$ cat src/rtl/cmd_exec.sv
// cmd_exec: turns one-cycle command strobes into seed/step handshakes
// for the Life grid engine, with a one-entry pending slot.
//
// Ports:
//   clk, reset    clock; asynchronous active-high reset
//   cmd*          command code, argument and strobe (no back-pressure)
//   seed_*        seed_start pulse, seed_value held, seed_done ack
//   step_*        step_start pulse, step_done ack
//   busy          high whenever not IDLE
//   gen_count     steps completed since the last completed seed
//   cmd_dropped   pulse: pending command overwritten
//   cmd_bad       pulse: unknown command code ignored
module cmd_exec #(
    parameter int         ARG_W       = 32,
    parameter logic [2:0] CMD_SEED    = 3'd1,
    parameter logic [2:0] CMD_ADVANCE = 3'd2
) (
    input  logic             clk,
    input  logic             reset,
    input  logic [2:0]       cmd,
    input  logic [ARG_W-1:0] cmd_arg0,
    input  logic             cmd_valid,
    output logic             seed_start,
    output logic [ARG_W-1:0] seed_value,
    input  logic             seed_done,
    output logic             step_start,
    input  logic             step_done,
    output logic             busy,
    output logic [ARG_W-1:0] gen_count,
    output logic             cmd_dropped,
    output logic             cmd_bad
);

    typedef enum logic [1:0] {
        IDLE,
        SEED_WAIT,
        STEP_WAIT,
        DRAIN
    } state_t;

    state_t           state_q, state_d;
    logic             pend_v_q, pend_v_d;
    logic             pend_seed_q, pend_seed_d;
    logic [ARG_W-1:0] pend_arg_q, pend_arg_d;
    logic [ARG_W-1:0] rem_q, rem_d;
    logic [ARG_W-1:0] sv_q, sv_d;
    logic [ARG_W-1:0] gen_q, gen_d;
    logic             ss_q, ss_d;
    logic             st_q, st_d;
    logic             drop_q, drop_d;
    logic             bad_q, bad_d;

    logic             is_seed, is_adv, new_ok;
    logic             cand_v, cand_seed;
    logic [ARG_W-1:0] cand_arg;
    logic             stepping, seed_fin, step_fin, free;

    always_comb begin
        is_seed = (cmd == CMD_SEED);
        is_adv  = (cmd == CMD_ADVANCE);
        new_ok  = cmd_valid && (is_seed || is_adv);

        // A new command arriving this cycle supersedes the slot.
        cand_v    = new_ok || pend_v_q;
        cand_seed = new_ok ? is_seed : pend_seed_q;
        cand_arg  = new_ok ? cmd_arg0 : pend_arg_q;

        stepping = (state_q == STEP_WAIT) || (state_q == DRAIN);
        seed_fin = (state_q == SEED_WAIT) && seed_done;
        step_fin = stepping && step_done;

        // free: the engine is idle now and the next command may launch.
        free = (state_q == IDLE) || seed_fin ||
               (step_fin && ((state_q == DRAIN) ||
                             (rem_q == '0) || cand_v));

        state_d     = state_q;
        pend_v_d    = pend_v_q;
        pend_seed_d = pend_seed_q;
        pend_arg_d  = pend_arg_q;
        rem_d       = rem_q;
        sv_d        = sv_q;
        gen_d       = gen_q;
        ss_d        = 1'b0;
        st_d        = 1'b0;
        drop_d      = new_ok && pend_v_q;
        bad_d       = cmd_valid && !new_ok;

        if (seed_fin) gen_d = '0;
        if (step_fin) gen_d = gen_q + 1'b1;

        if (free) begin
            pend_v_d = 1'b0;
            state_d  = IDLE;
            if (cand_v) begin
                if (cand_seed) begin
                    ss_d    = 1'b1;
                    sv_d    = cand_arg;
                    state_d = SEED_WAIT;
                end else if (cand_arg != '0) begin
                    st_d    = 1'b1;
                    rem_d   = cand_arg - 1'b1;
                    state_d = STEP_WAIT;
                end
            end
        end else begin
            // Only reachable with steps left and nothing queued.
            if (step_fin) begin
                st_d  = 1'b1;
                rem_d = rem_q - 1'b1;
            end
            if (new_ok) begin
                pend_v_d    = 1'b1;
                pend_seed_d = is_seed;
                pend_arg_d  = cmd_arg0;
                // A queued command preempts the remaining steps.
                if (stepping) begin
                    rem_d   = '0;
                    state_d = DRAIN;
                end
            end
        end
    end

    always_ff @(posedge clk or posedge reset) begin
        if (reset) begin
            state_q     <= IDLE;
            pend_v_q    <= 1'b0;
            pend_seed_q <= 1'b0;
            pend_arg_q  <= '0;
            rem_q       <= '0;
            sv_q        <= '0;
            gen_q       <= '0;
            ss_q        <= 1'b0;
            st_q        <= 1'b0;
            drop_q      <= 1'b0;
            bad_q       <= 1'b0;
        end else begin
            state_q     <= state_d;
            pend_v_q    <= pend_v_d;
            pend_seed_q <= pend_seed_d;
            pend_arg_q  <= pend_arg_d;
            rem_q       <= rem_d;
            sv_q        <= sv_d;
            gen_q       <= gen_d;
            ss_q        <= ss_d;
            st_q        <= st_d;
            drop_q      <= drop_d;
            bad_q       <= bad_d;
        end
    end

    assign seed_start  = ss_q;
    assign seed_value  = sv_q;
    assign step_start  = st_q;
    assign busy        = (state_q != IDLE);
    assign gen_count   = gen_q;
    assign cmd_dropped = drop_q;
    assign cmd_bad     = bad_q;

endmodule

$ cat config.mk
export PLATFORM = sky130hd
export DESIGN_NAME = cmd_exec
export DESIGN_NICKNAME = d
export VERILOG_FILES = /design/src/rtl/cmd_exec.sv
export SDC_FILE = /design/constraint.sdc
export NUM_CORES = 1
export LEC_CHECK = 0
export ABC_AREA = 0
export CAP_MARGIN = 20
export CORE_MARGIN = 2
export CORE_UTILIZATION = 38
export DETAILED_ROUTE_END_ITERATION = 8
export HOLD_SLACK_MARGIN = 0.06
export PLACE_DENSITY = 0.62
export SLEW_MARGIN = 40
export SYNTH_ARGS = -nofsm -noshare
export SYNTH_HDL_FRONTEND = slang
export SYNTH_SLANG_ARGS = --single-unit
$ cat constraint.sdc
create_clock -name clk -period 5.9 [get_ports clk]
set_clock_uncertainty 0.1 [all_clocks]
set_input_delay 0.59 -clock clk [delete_from_list [all_inputs] [get_ports clk]]
set_output_delay 0.59 -clock clk [all_outputs]
set_load 0.01 [all_outputs]
==> out/metrics.csv, run 1 <==
metric,value,unit
insertion_delay,0.43,ns
ant_nets,0,
cts_sinks,136,
startpoint_type,primary input,
core,0.0201,sq mm
cts_tree,built,
root_buffer,clkbuf_16,
pwr-share-clk,0.257,
drv_cap,0,
setup_viol,0,
dp_hpwl,15600,um
synth_top_family_by_area,simple AND/OR/NAND/NOR gates,
fin_tns_setup,0,ns
yosysTopAreaCellShare,0.439,
slew_headroom,0.477,
grt_pass1_wl,35700,um
swShare,0.395,
cts_resized,0,
cp_data_required_time,6.13,ns
internal_power,2.81,mW
yosys.area_share.simple,0.218,
rows,52,
fp.dieH,147,um
drt-initial-drc-count,640,
power.density,475,mW/mm^2
cts_setup_buffers,0,
synth_compound_area_frac,0.179,
dieArea,0.0216,sq mm
vias_per_cell,5.70,
synth_area_leaders,"dfrtp_1 (44%), o21ai_0 (5.0%), nor2_1 (4.7%), mux2i_1 (4.4%), mux2_2 (4.1%)",
ys_warn_count,0,
synth_edf_count,0,
netlist_area,0.00775,sq mm
ir_drop,0.233,mV
crit_type,in -> reg,
synthAdderAreaFrac,0.00484,
crit_fanout,30,
cp_slowest_stage_delay,0.62,ns
path_clk_slew,0.07,ns
crit_slowest_cell,clkdlybuf4s50_1,
yosysUniqueCellTypes,59,
ys_ff_latch,136,
wl_per_cell,18.0,um
max_freq,217,MHz
grt_pass1_vias,6468,
drive_above_1_share,0.0903,
io_pins,109,
dieWidth,147,um
leakage,3.84,nW
rsz0062_at_grt,false,
gp_congestion,0.902,
finalHoldViolations,0,
avgSynthCellArea,8.99,sq um
drv_slew,0,
grt_overflow_total,0,
vias,7091,
combPwrFrac,0.398,
drc_errors,0,
synth_xor_area_frac,0.0486,
start_util,0.386,
drt_wl_total,22400,um
tightest_slew,0.778,ns
syn_to_final_growth,25.9,%
h-tree-depth,4,
critPathTopFamily,compound AO/OA/AOI/OAI gates,
cp.arrival,4.84,ns
power_switching,1.83,mW
synth_nets,906,
crit_buf_inv,2,
io_buffers,108,
ys_seq_area_frac,0.439,
grt_max_degree,96,
endpoint_kind,flop,
regArea,0.00340,sq mm
yosys.area.top_type,dfrtp_1,
numCtsBuffers,17,
first_pass_iters,5,
n_fill_cell,1866,
sequentialPowerShare,0.345,
hold_class,reg -> reg,
multi_input_area,0.00417,sq mm
antenna_found_initial,0,
timing.hold.ws,0.396,ns
yosys_most_used_dff,dfrtp_1,
grt_usage,0.208,
postSynthCellCount,863,
cp_cell_sequence,clkdlybuf4s50_1 -> xor2_1 -> nand2_2 -> mux2i_1 -> ha_1 -> nand2_1 -> nor4_1 -> o2111ai_1 -> a21oi_4 -> buf_4 -> o21ai_0 -> o211ai_1,
ys_async_sr_fraction,1.00,
n_antenna_cell,0,
timing.final.crit_share,0.781,
synthMuxAreaShare,0.0845,
postCtsHoldBufs,0,
fin_nets,1005,
clk_path_buf_depth,2,
status,"complete, no violations",
period_minus_slack,4.61,ns
==> path summary, 6_finish.rpt <==
| check | from | end | slack [ns] | cells past startpoint |
|---|---|---|---|---|
| worst min-delay path | gen_count[31] | gen_count[31] | 0.40 | 1 |
| worst max-delay path | cmd[1] | rem_q[6] | 1.29 | 12 |
| min in group asynchronous | reset | seed_value[23] | 0.55 | 2 |
| max in group asynchronous | reset | seed_value[25] | 4.03 | 3 |
| worst max register to register | rem_q[16] | rem_q[31] | 2.11 | 7 |
| worst min register to register | gen_count[31] | gen_count[31] | 0.40 | 1 |
==> worst reg2reg max path: stages (launching register included) <==
cell and delay, ns:
dfrtp_1 0.42, nor4_1 0.63, nand4_1 0.47, nor4_2 0.41, or2_2 0.65, nand3_1 0.61, nand2b_1 0.33, o211ai_1 0.09
==> power groups by stage <==
stage,registers (mW),logic [mW],clock network [mW]
floorplan,1.57,1.14,0
global placement,1.61,1.81,0
detailed placement,1.60,1.82,0
CTS,1.59,1.83,1.21
global route,1.65,2.02,1.25
finish,1.60,1.84,1.19
==> metrics by stage <==
step | util | std cells | setup slack [ns] | cell area [sq um] | power, mW
final | 0.486 | 1245 | 1.29 | 9770 | 4.64
after global routing | 0.486 | 1245 | 1.05 | 9770 | 4.93
after CTS | 0.486 | 1245 | 1.42 | 9770 | 4.64
after detailed placement | 0.454 | 1213 | 0.991 | 9120 | 3.43
after global placement | 0.453 | 1213 | 1.16 | 9110 | 3.42
after floorplan | - | 863 | 1.57 | 7750 | 2.71
==> kinds of logic after synthesis <==
family / count (synthesis)
buffers and inverters: 48
adder cells (fa/ha/maj): 3
AND/OR/NAND/NOR: 343
XOR/XNOR: 43
multiplexers: 62
flip-flops: 136
AO/OA/AOI/OAI: 228
==> Yosys cell counts (4+ instances only) <==
| library cell | number |
|---|---|
| and3_1 | 7 |
| mux2_2 | 28 |
| a31oi_1 | 19 |
| or2_2 | 6 |
| nand2b_1 | 6 |
| a21oi_1 | 49 |
| mux2i_1 | 34 |
| buf_2 | 15 |
| nor2_1 | 97 |
| dfrtp_1 | 136 |
| nor3_1 | 29 |
| o31ai_1 | 12 |
| inv_1 | 8 |
| nor4_1 | 23 |
| nand4_1 | 13 |
| xor2_1 | 23 |
| a22oi_1 | 8 |
| a32oi_1 | 4 |
| or4_1 | 7 |
| and2_1 | 5 |
| xnor2_1 | 20 |
| clkbuf_1 | 20 |
| o211ai_1 | 23 |
| o21ai_0 | 77 |
| nand3_1 | 38 |
| or3_1 | 10 |
| nand2_1 | 81 |
| o21ai_1 | 7 |
==> placed cells by master (no fill, tap or decap), types with 4 or more instances in the layout <==
master           count
dfrtp_1            136
clkdlybuf4s50_1    108
nor2_1              94
nand2_1             80
o21ai_0             77
a21oi_1             49
nand3_1             38
mux2i_1             34
nor3_1              29
mux2_2              28
xor2_1              23
nor4_1              23
o211ai_1            23
xnor2_1             20
a31oi_1             19
clkbuf_16           17
nand4_1             13
o31ai_1             12
buf_4               12
or3_1               10
a22oi_1              8
inv_1                7
and3_1               7
or4_1                7
o21ai_1              7
nand2b_1             6
or2_2                6
and2_1               5
inv_8                4
a32oi_1              4
bufinv_16            4
==> registers in the layout, summed over array words and instances, names as in the netlist <==
name and cells:
pend_seed_q 1, cmd_bad 1, pend_arg_q 32, pend_v_q 1, rem_q 32, step_start 1
gen_count 32, cmd_dropped 1, seed_value 32, state_q 2, seed_start 1
==> per-layer routing <==
layer | share of wire | GRT usage | up-vias
li1 | - | - | 3380
met2 | 0.44 | 0.302 | 249
met3 | 0.051 | 0.0354 | 32
met4 | 0.017 | 0.0660 | 0
met1 | 0.49 | 0.315 | 3430
met5 | 0 | 0 | -
==> cell type report <==
class                   instances  share of cell area
inverters                       8             0.00384
well taps                     270              0.0346
flip-flops and latches        136               0.348
multi-input cells             679               0.427
repair buffers                120               0.120
clock buffers                  18              0.0450
clock inverters                14              0.0215
Note: power is estimated with default switching activity, not from simulation.
==> run 2, diff against run 1 <==
- clock period: 5.9 -> 4.42 ns (I/O delays scaled with it)
==> run 2 against run 1 <==
Sequential share of layout area down 0.37 points. Wire length about the same. Critical path depth unchanged. Global-route usage up 0.21 points. Hold slack worse by 0.013 ns. Sequential power up 34%. Design area up 1.1%. Combinational power up 38%. Register-to-register slack worse by 0.98 ns. Critical path type unchanged. Critical endpoint is now rem_q[22]. Largest cell class unchanged.
==> out/metrics.csv, run 2 (synthesis results as in run 1) <==
metric,value,unit,change
crit_type,in -> reg,,
dieArea,0.0216,sq mm,unchanged
period_minus_slack,3.44,ns,
h-tree-depth,4,,unchanged
fp.dieH,147,um,unchanged
endpoint_kind,flop,,
grt_pass1_vias,6701,,+3.6%
fin_tns_setup,0,ns,unchanged
cts_tree,built,,
numCtsBuffers,17,,unchanged
timing.final.crit_share,0.779,,
r2r_start,rem_q[2],,
rsz0062_at_grt,false,,
finalHoldViolations,0,,unchanged
vias_per_cell,5.76,,+1.2%
hold_class,reg -> reg,,
drive_above_1_share,0.101,,+0.0110
fin_area,0.00987,sq mm,+1.1%
fin_util,0.491,,+0.00517
insertion_delay,0.43,ns,about the same
grt_max_degree,92,,-4.2%
multi_input_area,0.00416,sq mm,-0.12%
first_pass_iters,5,,unchanged
ant_nets,0,,unchanged
drt-initial-drc-count,603,,-5.8%
vias,7249,,+2.2%
grt_pass1_wl,36400,um,+1.9%
cts_resized,0,,unchanged
wl_per_cell,17.8,um,-0.98%
timing.hold.ws,0.383,ns,-0.0134 ns
fin_nets,1018,,+1.3%
postCtsHoldBufs,0,,unchanged
clk_path_buf_depth,2,,unchanged
placed_area,0.00926,sq mm,+1.6%
status,"complete, no violations",,
startpoint_type,primary input,,
grt_usage,0.210,,+0.00209
start_util,0.386,,unchanged
min-delay-start,gen_count[31],,
leakage,3.90,nW,+1.4%
grt_overflow_total,0,,unchanged
tightest_slew,0.716,ns,-0.0626 ns
drc_errors,0,,unchanged
worstSetupStartpoint,cmd[1],,
dp_hpwl,16100,um,+3.1%
crit_fanout,7,,-77%
io_pins,109,,unchanged
root_buffer,clkbuf_16,,
path_clk_slew,0.06,ns,about the same
core,0.0201,sq mm,unchanged
n_fill_cell,1892,,+1.4%
n_antenna_cell,0,,unchanged
regArea,0.00340,sq mm,unchanged
cts_sinks,136,,unchanged
drv_slew,0,,unchanged
final_common_cell,dfrtp_1,,
setup_viol,0,,unchanged
dieWidth,147,um,unchanged
cp.arrival,3.64,ns,-1.20 ns
gp_congestion,0.910,,+0.95%
max_freq,291,MHz,
rows,52,,unchanged
slew_headroom,0.518,,+0.0417
antenna_found_initial,0,,unchanged
power.density,624,mW/mm^2,+31%
cp_data_required_time,4.62,ns,-1.51 ns
drt_wl_total,22400,um,about the same
cts_setup_buffers,0,,unchanged
io_buffers,108,,unchanged
syn_to_final_growth,27.3,%,
most-common-layout-cells,"dfrtp_1 (136), clkdlybuf4s50_1 (108), nor2_1 (94)",,
drv_cap,0,,unchanged
ir_drop,0.353,mV,+52%
==> run 2: cell count changes in the layout (fill, tap and decap cells not counted) <==
cell        before  now
clkinv_2         1    3
clkinvlp_4       1    3
nor3b_1          2    3
inv_8            4    1
nor3b_2          1    0
buf_12           0    4
bufinv_16        4    3
buf_4           12   21
==> run 2: critical path, stage by stage <==
cell             delay, ns
clkdlybuf4s50_1       0.62
xor2_1                0.26
nand2_2               0.18
mux2i_1               0.26
ha_1                  0.33
nor4b_1               0.28
nand4_1               0.20
nor3_1                0.35
o21ai_0               0.23
nor2_1                0.22
xor2_1                0.17
o211ai_1              0.09
==> run 2: final timing paths <==
kind	slack [ns]	depth (start not counted)	endpoint
worst max-delay path	0.98	12	rem_q[22]
worst min-delay path	0.38	1	gen_count[31]
worst max register to register	1.13	7	rem_q[24]
worst min register to register	0.38	1	gen_count[31]
max in group asynchronous	3.13	3	pend_arg_q[23]
min in group asynchronous	0.40	2	gen_count[29]
==> run 2: stage by stage <==
stage	std cells	setup WS [ns]	total power, mW
after detailed placement	1226	0.603	4.65
final	1258	0.979	6.16
after global placement	1226	0.722	4.63
after global routing	1258	0.679	6.55
after CTS	1258	1.05	6.16
after floorplan	863	0.239	3.62
==> run 2: report_power, final <==
group          switching [mW]  leakage [nW]  internal, mW
Combinational            1.40          1.90          1.14
Clock                   0.575         0.293         0.905
Sequential              0.446          1.71          1.69
==> run 2: cell type report <==
type | instances | share of cell area
multi-input cells | 679 | 0.422
well taps | 270 | 0.0342
inverters | 8 | 0.00380
clock inverters | 14 | 0.0174
flip-flops and latches | 136 | 0.345
clock buffers | 18 | 0.0445
repair buffers | 133 | 0.134
==> run 2: per-layer routing <==
layer | up-vias | wire length (um) | GRT usage | share of wire
li1 | 3421 | - | - | -
met1 | 3467 | 10600 | 0.305 | 0.47
met2 | 316 | 9640 | 0.307 | 0.43
met3 | 45 | 1610 | 0.0478 | 0.072
met4 | 0 | 512 | 0.0743 | 0.023
met5 | - | 0 | 0 | 0
